### src/rtl/bmux_frag_pkg.sv
// rtl/bmux_frag_pkg.sv - shared types and sizing helpers for the B-side mux fragment
package bmux_frag_pkg;

  typedef enum logic [1:0] {
    CFG_RUN    = 2'd0,
    CFG_LOAD   = 2'd1,
    CFG_COMMIT = 2'd2
  } cfg_state_e;

  // Number of mux inputs for a given branch/select split.
  function automatic int calc_n(input int br_w, input int sel_w);
    return 1 << (br_w + sel_w);
  endfunction

  // Bit count needed to hold 0..N inclusive so the load counter never wraps.
  function automatic int calc_cnt_w(input int br_w, input int sel_w);
    return $clog2(calc_n(br_w, sel_w) + 1);
  endfunction

endpackage

### src/rtl/bmux_frag_cfg.sv
// rtl/bmux_frag_cfg.sv - serial inversion-mask loader with shadow register and commit/abort pulses
module bmux_frag_cfg
  import bmux_frag_pkg::*;
#(
  parameter int           N        = 4,
  parameter int           CNT_W    = 3,
  parameter logic [N-1:0] INV_INIT = '0
) (
  input  logic         clk,
  input  logic         rst_n,
  input  logic         cfg_en,
  input  logic         cfg_di,
  output logic [N-1:0] mask,
  output logic         cfg_done,
  output logic         cfg_err
);

  localparam logic [CNT_W-1:0] CNT_ONE = CNT_W'(1);
  localparam logic [CNT_W-1:0] CNT_N   = CNT_W'(N);

  cfg_state_e       state, state_nxt;
  logic [N-1:0]     shadow, shadow_nxt, mask_nxt;
  logic [CNT_W-1:0] count, count_nxt;
  logic             done_nxt, err_nxt;
  logic [N:0]       shift_w;

  // Bits arrive LSB first, so new bits enter at the top and walk down to bit 0.
  assign shift_w = {cfg_di, shadow};

  // FSM state register.
  always_ff @(posedge clk or negedge rst_n) begin
    if (!rst_n) state <= CFG_RUN;
    else        state <= state_nxt;
  end

  // Next-state and datapath decisions; the live mask only changes in COMMIT.
  always_comb begin
    state_nxt  = state;
    shadow_nxt = shadow;
    count_nxt  = count;
    mask_nxt   = mask;
    done_nxt   = 1'b0;
    err_nxt    = 1'b0;
    unique case (state)
      CFG_RUN: begin
        if (cfg_en) begin
          shadow_nxt = shift_w[N:1];
          count_nxt  = CNT_ONE;
          state_nxt  = (N == 1) ? CFG_COMMIT : CFG_LOAD;
        end
      end
      CFG_LOAD: begin
        if (cfg_en) begin
          shadow_nxt = shift_w[N:1];
          count_nxt  = count + CNT_ONE;
          if (count_nxt == CNT_N) state_nxt = CFG_COMMIT;
        end else begin
          shadow_nxt = '0;
          count_nxt  = '0;
          err_nxt    = 1'b1;
          state_nxt  = CFG_RUN;
        end
      end
      CFG_COMMIT: begin
        mask_nxt   = shadow;
        shadow_nxt = '0;
        count_nxt  = '0;
        done_nxt   = 1'b1;
        state_nxt  = CFG_RUN;
      end
      default: state_nxt = CFG_RUN;
    endcase
  end

  // Shadow, counter, live mask and the registered status pulses.
  always_ff @(posedge clk or negedge rst_n) begin
    if (!rst_n) begin
      shadow   <= '0;
      count    <= '0;
      mask     <= INV_INIT;
      cfg_done <= 1'b0;
      cfg_err  <= 1'b0;
    end else begin
      shadow   <= shadow_nxt;
      count    <= count_nxt;
      mask     <= mask_nxt;
      cfg_done <= done_nxt;
      cfg_err  <= err_nxt;
    end
  end

endmodule

### src/rtl/bmux_frag_q.sv
// rtl/bmux_frag_q.sv - registered B-side mux fragment with runtime-loadable input inversion
module bmux_frag_q
  import bmux_frag_pkg::*;
#(
  parameter int SEL_W = 1,
  parameter int BR_W  = 1,
  parameter int PIPE  = 0,
  parameter logic [calc_n(BR_W, SEL_W)-1:0] INV_INIT = '0
) (
  input  logic                           QCK,
  input  logic                           QRTN,
  input  logic                           TBS,
  input  logic [BR_W-1:0]                XAB,
  input  logic [SEL_W-1:0]               XSL,
  input  logic [calc_n(BR_W, SEL_W)-1:0] XD,
  output logic                           XZ,
  input  logic                           QEN,
  input  logic                           QCLR,
  output logic                           QZ,
  input  logic                           CFG_EN,
  input  logic                           CFG_DI,
  output logic                           CFG_DONE,
  output logic                           CFG_ERR
);

  localparam int N     = calc_n(BR_W, SEL_W);
  localparam int CNT_W = calc_cnt_w(BR_W, SEL_W);

  logic [N-1:0]           mask;
  logic [N-1:0]           p;
  logic [BR_W+SEL_W-1:0]  idx;
  logic                   xzi;
  logic                   qz_d;

  bmux_frag_cfg #(
    .N        (N),
    .CNT_W    (CNT_W),
    .INV_INIT (INV_INIT)
  ) u_cfg (
    .clk      (QCK),
    .rst_n    (QRTN),
    .cfg_en   (CFG_EN),
    .cfg_di   (CFG_DI),
    .mask     (mask),
    .cfg_done (CFG_DONE),
    .cfg_err  (CFG_ERR)
  );

  // Branch bits are the high half of the index, so {XAB, XSL} addresses all N inputs exactly.
  assign p   = XD ^ mask;
  assign idx = {XAB, XSL};
  assign xzi = p[idx];
  assign XZ  = TBS & xzi;

  generate
    if (PIPE != 0) begin : g_pipe
      logic stage;
      // Input-capture stage; advances in lockstep with QZ under the same enable and clear.
      always_ff @(posedge QCK or negedge QRTN) begin
        if (!QRTN)     stage <= 1'b0;
        else if (QCLR) stage <= 1'b0;
        else if (QEN)  stage <= XZ;
      end
      assign qz_d = stage;
    end else begin : g_nopipe
      assign qz_d = XZ;
    end
  endgenerate

  // Output register; clear takes priority over enable.
  always_ff @(posedge QCK or negedge QRTN) begin
    if (!QRTN)     QZ <= 1'b0;
    else if (QCLR) QZ <= 1'b0;
    else if (QEN)  QZ <= qz_d;
  end

endmodule

### config.mk
export PLATFORM = sky130hd
export DESIGN_NAME = bmux_frag_q
export DESIGN_NICKNAME = d
export VERILOG_FILES = /design/src/rtl/bmux_frag_pkg.sv /design/src/rtl/bmux_frag_cfg.sv /design/src/rtl/bmux_frag_q.sv
export SDC_FILE = /design/constraint.sdc
export NUM_CORES = 1
export LEC_CHECK = 0
export CORE_UTILIZATION = 46
export CTS_CLUSTER_DIAMETER = 40
export DETAILED_ROUTE_END_ITERATION = 8
export HOLD_SLACK_MARGIN = 0.06
export PLACE_DENSITY = 0.73
export SLEW_MARGIN = 15
export SYNTH_ARGS = -nofsm -noshare
export SYNTH_HDL_FRONTEND = slang
export SYNTH_SLANG_ARGS = --single-unit
### constraint.sdc
create_clock -name QCK -period 3.6 [get_ports QCK]
set_input_delay 0.72 -clock QCK [delete_from_list [all_inputs] [get_ports QCK]]
set_output_delay 0.72 -clock QCK [all_outputs]
set_load 0.02 [all_outputs]
==> run_results.csv, run 1 <==
group,metric,value,unit
yosys,synth_compound_area_frac,0.138,
yosys,yosys.area_share.adder,0.0759,
place,place_hpwl,1.06,mm
timing,slew_headroom,0.544,
setup_path,crit_path_cell_trace,"clkdlybuf4s50_1 > xnor2_1 > mux4_2 > nor2b_1 > clkdlybuf4s50_1",
setup_path,cpMostUsedCell,"clkdlybuf4s50_1",
yosys,synth_top_area_cell,"dfrtp_1",
yosys,syn_nets,89,
timing,setup_viol,0,
setup_path,arrival,2470,ps
hold_path,hold_depth,2,
setup_path,criticalPathCategory,"input pin to primary output",
route,wire_per_inst,12.2,um
setup_path,start_kind,"input pin",
timing,fin_tns_setup,0,ps
layout,drive_gt1_frac,0.124,
setup_path,r2r_cells,4,
setup_path,r2r_slack,2030,ps
global_routing,grt_usage,0.165,
clock_tree,clock_sinks,16,
yosys,avgSynthCellArea,11.6,um^2
layout,antennaDiodeCount,0,
yosys,ys_ff_latch,16,
layout,final_net_count,108,
global_routing,grt_pass1_wl,2.35,mm
yosys,netlist_instances,71,
timing,drv_slew,0,
clock_tree,clk_pin_slew_worst_paths,90,ps
yosys,synth-seq-area-share,0.486,
yosys,ys_types,27,
yosys,synth_top_area_frac,0.486,
yosys,syn_area,825,um^2
timing,fin_worst_skew,1.49,ps
clock_tree,cts_tree,"done",
timing,worstMarginPinSlew,682,ps
die,coreArea,1590,um^2
clock_tree,htreeDepth,1,
yosys,ys.flop_type,"dfrtp_1",
power,power_density,593,nW/um^2
layout,multiInputGateArea,403,um^2
yosys,synth_edf_count,0,
clock_tree,cts_hold_buf,0,
hold_path,min_from,"QZ",
die,fp-row-count,14,
route,drt-initial-drc-count,23,
clock_tree,clkLatencyLatePin,280,ps
route,dr_total_vias,571,
layout,syn2layout_area_growth,26.3,%
yosys,ys_top_cells_by_area,"dfrtp_1, ha_1, mux2_2",
outcome,status,"completed",
yosys,synth_top_family_by_area,"compound AO/OA/AOI/OAI gates",
timing,rsz0062_at_grt,"false",
hold_path,hold_end,"QZ",
layout,fillers,120,
layout,ff_latch_area,400,um^2
setup_path,cp-end-kind,"primary output",
global_routing,grt_pass1_vias,545,
global_routing,antenna_found_initial,0,
route,dr.pass1.iters,4,
timing,min_period_over_period,0.887,
hold_path,hp-class,"flip-flop to flip-flop",
setup_path,crit_fanout,2,
clock_tree,post-cts-setup-buffer-count,0,
route,drc_errors,0,
yosys,synth_mux_area_frac,0.111,
clock_tree,cts_buffer_depth,2,
clock_tree,post_cts_resized,0,
die,die_h,44.3,um
global_routing,grt_overflow,0,
timing,hold_viol,0,
yosys,yosys.area_share.xor_xnor,0.0531,
power,ir_drop,0.398,mV
setup_path,cp_slowest_stage_delay,610,ps
power,p_leak,0.463,nW
route,vias_per_cell,5.05,
place,place_congestion,0.796,
job,cap_violations,0,
clock_tree,root_buffer,"clkbuf_4",
die,start_util,0.517,
yosys,async_flop_share,1.00,
clock_tree,cts_buffers,3,
die,die_width,44.3,um
yosys,synthSimpleGateAreaFrac,0.111,
setup_path,slowest_stage,"clkdlybuf4s50_1",
setup_path,critPathBufInv,2,
place,io_buffers,16,
setup_path,r2r_end,"u_cfg.shadow[2]",
global_routing,grt_max_degree,17,
die,io_pins,17,
yosys,ys_warn_count,0,
timing,fmax,313,MHz
setup_path,path_delay_family,"buffers and inverters",
setup_path,r2r_start,"u_cfg.state[0]",
timing,fin_crit,3190,ps
route,antenna_left,0,
setup_path,required,2880,ps
timing,hold-worst-slack,491,ps
route,wl,1.37,mm
die,dieArea,1970,um^2
-- cells in the mapped netlist (2+ instances only) --
| master | instances |
|---|---|
| a21oi_1 | 2 |
| a22o_1 | 4 |
| buf_2 | 2 |
| dfrtp_1 | 16 |
| ha_1 | 5 |
| inv_1 | 3 |
| mux2_2 | 4 |
| nand2_1 | 8 |
| nand2b_1 | 2 |
| nor2_1 | 3 |
| nor2b_1 | 2 |
| o21ai_0 | 2 |
| xnor2_1 | 4 |
-- through the flow --
| stage | power, W | util | instance area, um^2 | cells | setup slack [ps] |
|---|---|---|---|---|---|
| 5_1_grt | 0.000662 | 0.653 | 1040 | 113 | 342 |
| 4_1_cts | 0.000623 | 0.653 | 1040 | 113 | 397 |
| 2_1_floorplan | 0.000436 | - | 825 | 71 | 1240 |
| 6_report | 0.000617 | 0.653 | 1040 | 113 | 406 |
| 3_5_place_dp | 0.000502 | 0.630 | 1000 | 109 | 398 |
| 3_3_place_gp | 0.000495 | 0.630 | 1000 | 109 | 420 |
-- where the power goes --
| group | internal [W] | leakage (nW) | total [W] | switching, W |
|---|---|---|---|---|
| combinational | 0.000117 | 0.227 | 0.000242 | 0.000125 |
| sequential | 0.000223 | 0.216 | 0.000258 | 0.0000350 |
| clock | 0.0000615 | 0.0210 | 0.000117 | 0.0000557 |
| total | 0.000402 | 0.463 | 0.000617 | 0.000216 |
-- logic make-up after synthesis --
kind of cell	count (synthesis)
compound gates	15
mux	7
buf+inv	5
simple gates	18
fa+ha+maj	5
flops	16
xor+xnor	5
-- worst max-delay path by stage --
stage / endpoint / from / depth (start not counted) / slack [ps]
after floorplan: XZ / XD[3] / 3 / 1240
after global placement: XZ / XD[3] / 5 / 420
after detailed placement: XZ / XD[3] / 5 / 400
after CTS: XZ / XD[3] / 5 / 400
after global routing: XZ / XD[3] / 5 / 340
final: XZ / XD[3] / 5 / 410
-- flip-flops by register name, indices dropped and copies added, names as in the netlist --
name	flops
u_cfg.cfg_done	1
QZ	1
u_cfg.count	3
u_cfg.state	2
u_cfg.cfg_err	1
u_cfg.mask	4
u_cfg.shadow	4
-- worst register-to-register path, delay by kind of cell (launching register included) --
kind	cells	cell delay, ps
muxes	1	460
DFF	1	410
adders and majority gates	1	330
AOI/OAI and AO/OA	1	220
buffers and inverters	1	90
-- layout by cell type, fill, tap and decap left out --
cell type        synthesis  layout
dfrtp_1                 16      16
clkdlybuf4s50_1          0      16
nand2_1                  8       8
ha_1                     5       5
xnor2_1                  4       4
a22o_1                   4       4
mux2_2                   4       4
inv_1                    3       3
nor2_1                   3       3
clkbuf_4                 0       3
nor2b_1                  2       2
nand2b_1                 2       2
o21ai_0                  2       2
a21oi_1                  2       2
mux4_2                   1       1
mux2i_2                  1       1
a32o_1                   1       1
xor2_1                   1       1
o22ai_1                  1       1
mux2i_1                  1       1
a211o_1                  1       1
o211ai_1                 1       1
nand3b_1                 1       1
o21ai_2                  1       1
or3b_1                   1       1
o31ai_1                  1       1
nor4b_1                  1       1
a221o_1                  1       1
clkbuf_8                 0       1
-- layout make-up --
class / instances / area share
Timing Repair Buffer: 16 / 0.154
Inverter: 3 / 0.0108
Clock buffer: 4 / 0.0349
Tap cell: 24 / 0.0288
Sequential cell: 16 / 0.385
Multi-Input combinational cell: 50 / 0.387
-- layer usage --
| layer | routed length (um) | vias to the layer above | track usage |
|---|---|---|---|
| met3 | 62 | 2 | 0.0245 |
| met2 | 641 | 18 | 0.253 |
| li1 | - | 289 | - |
| met4 | 6 | 0 | 0.0727 |
| met5 | 0 | - | 0 |
| met1 | 661 | 262 | 0.234 |
Note: power is estimated with default switching activity, not from simulation.
==> inputs of run 2 (changes only) <==
--- a/config.mk
+++ b/config.mk
@@ -7,9 +7,11 @@
 export LEC_CHECK = 0
 export CORE_UTILIZATION = 46
 export CTS_CLUSTER_DIAMETER = 40
+export CTS_CLUSTER_SIZE = 24
 export DETAILED_ROUTE_END_ITERATION = 8
 export HOLD_SLACK_MARGIN = 0.06
 export PLACE_DENSITY = 0.73
+export SKIP_CTS_REPAIR_TIMING = 1
 export SLEW_MARGIN = 15
 export SYNTH_ARGS = -nofsm -noshare
 export SYNTH_HDL_FRONTEND = slang
==> results of run 2 <==
The final DEF is identical to that of run 1; final timing and power are the same.
==> inputs of run 3 (changes only) <==
--- a/config.mk
+++ b/config.mk
@@ -5,6 +5,7 @@
 export SDC_FILE = /design/constraint.sdc
 export NUM_CORES = 1
 export LEC_CHECK = 0
+export CAP_MARGIN = 30
 export CORE_UTILIZATION = 46
 export CTS_CLUSTER_DIAMETER = 40
 export CTS_CLUSTER_SIZE = 24
==> results of run 3 <==
The final DEF is identical to that of run 1; final timing and power are the same.
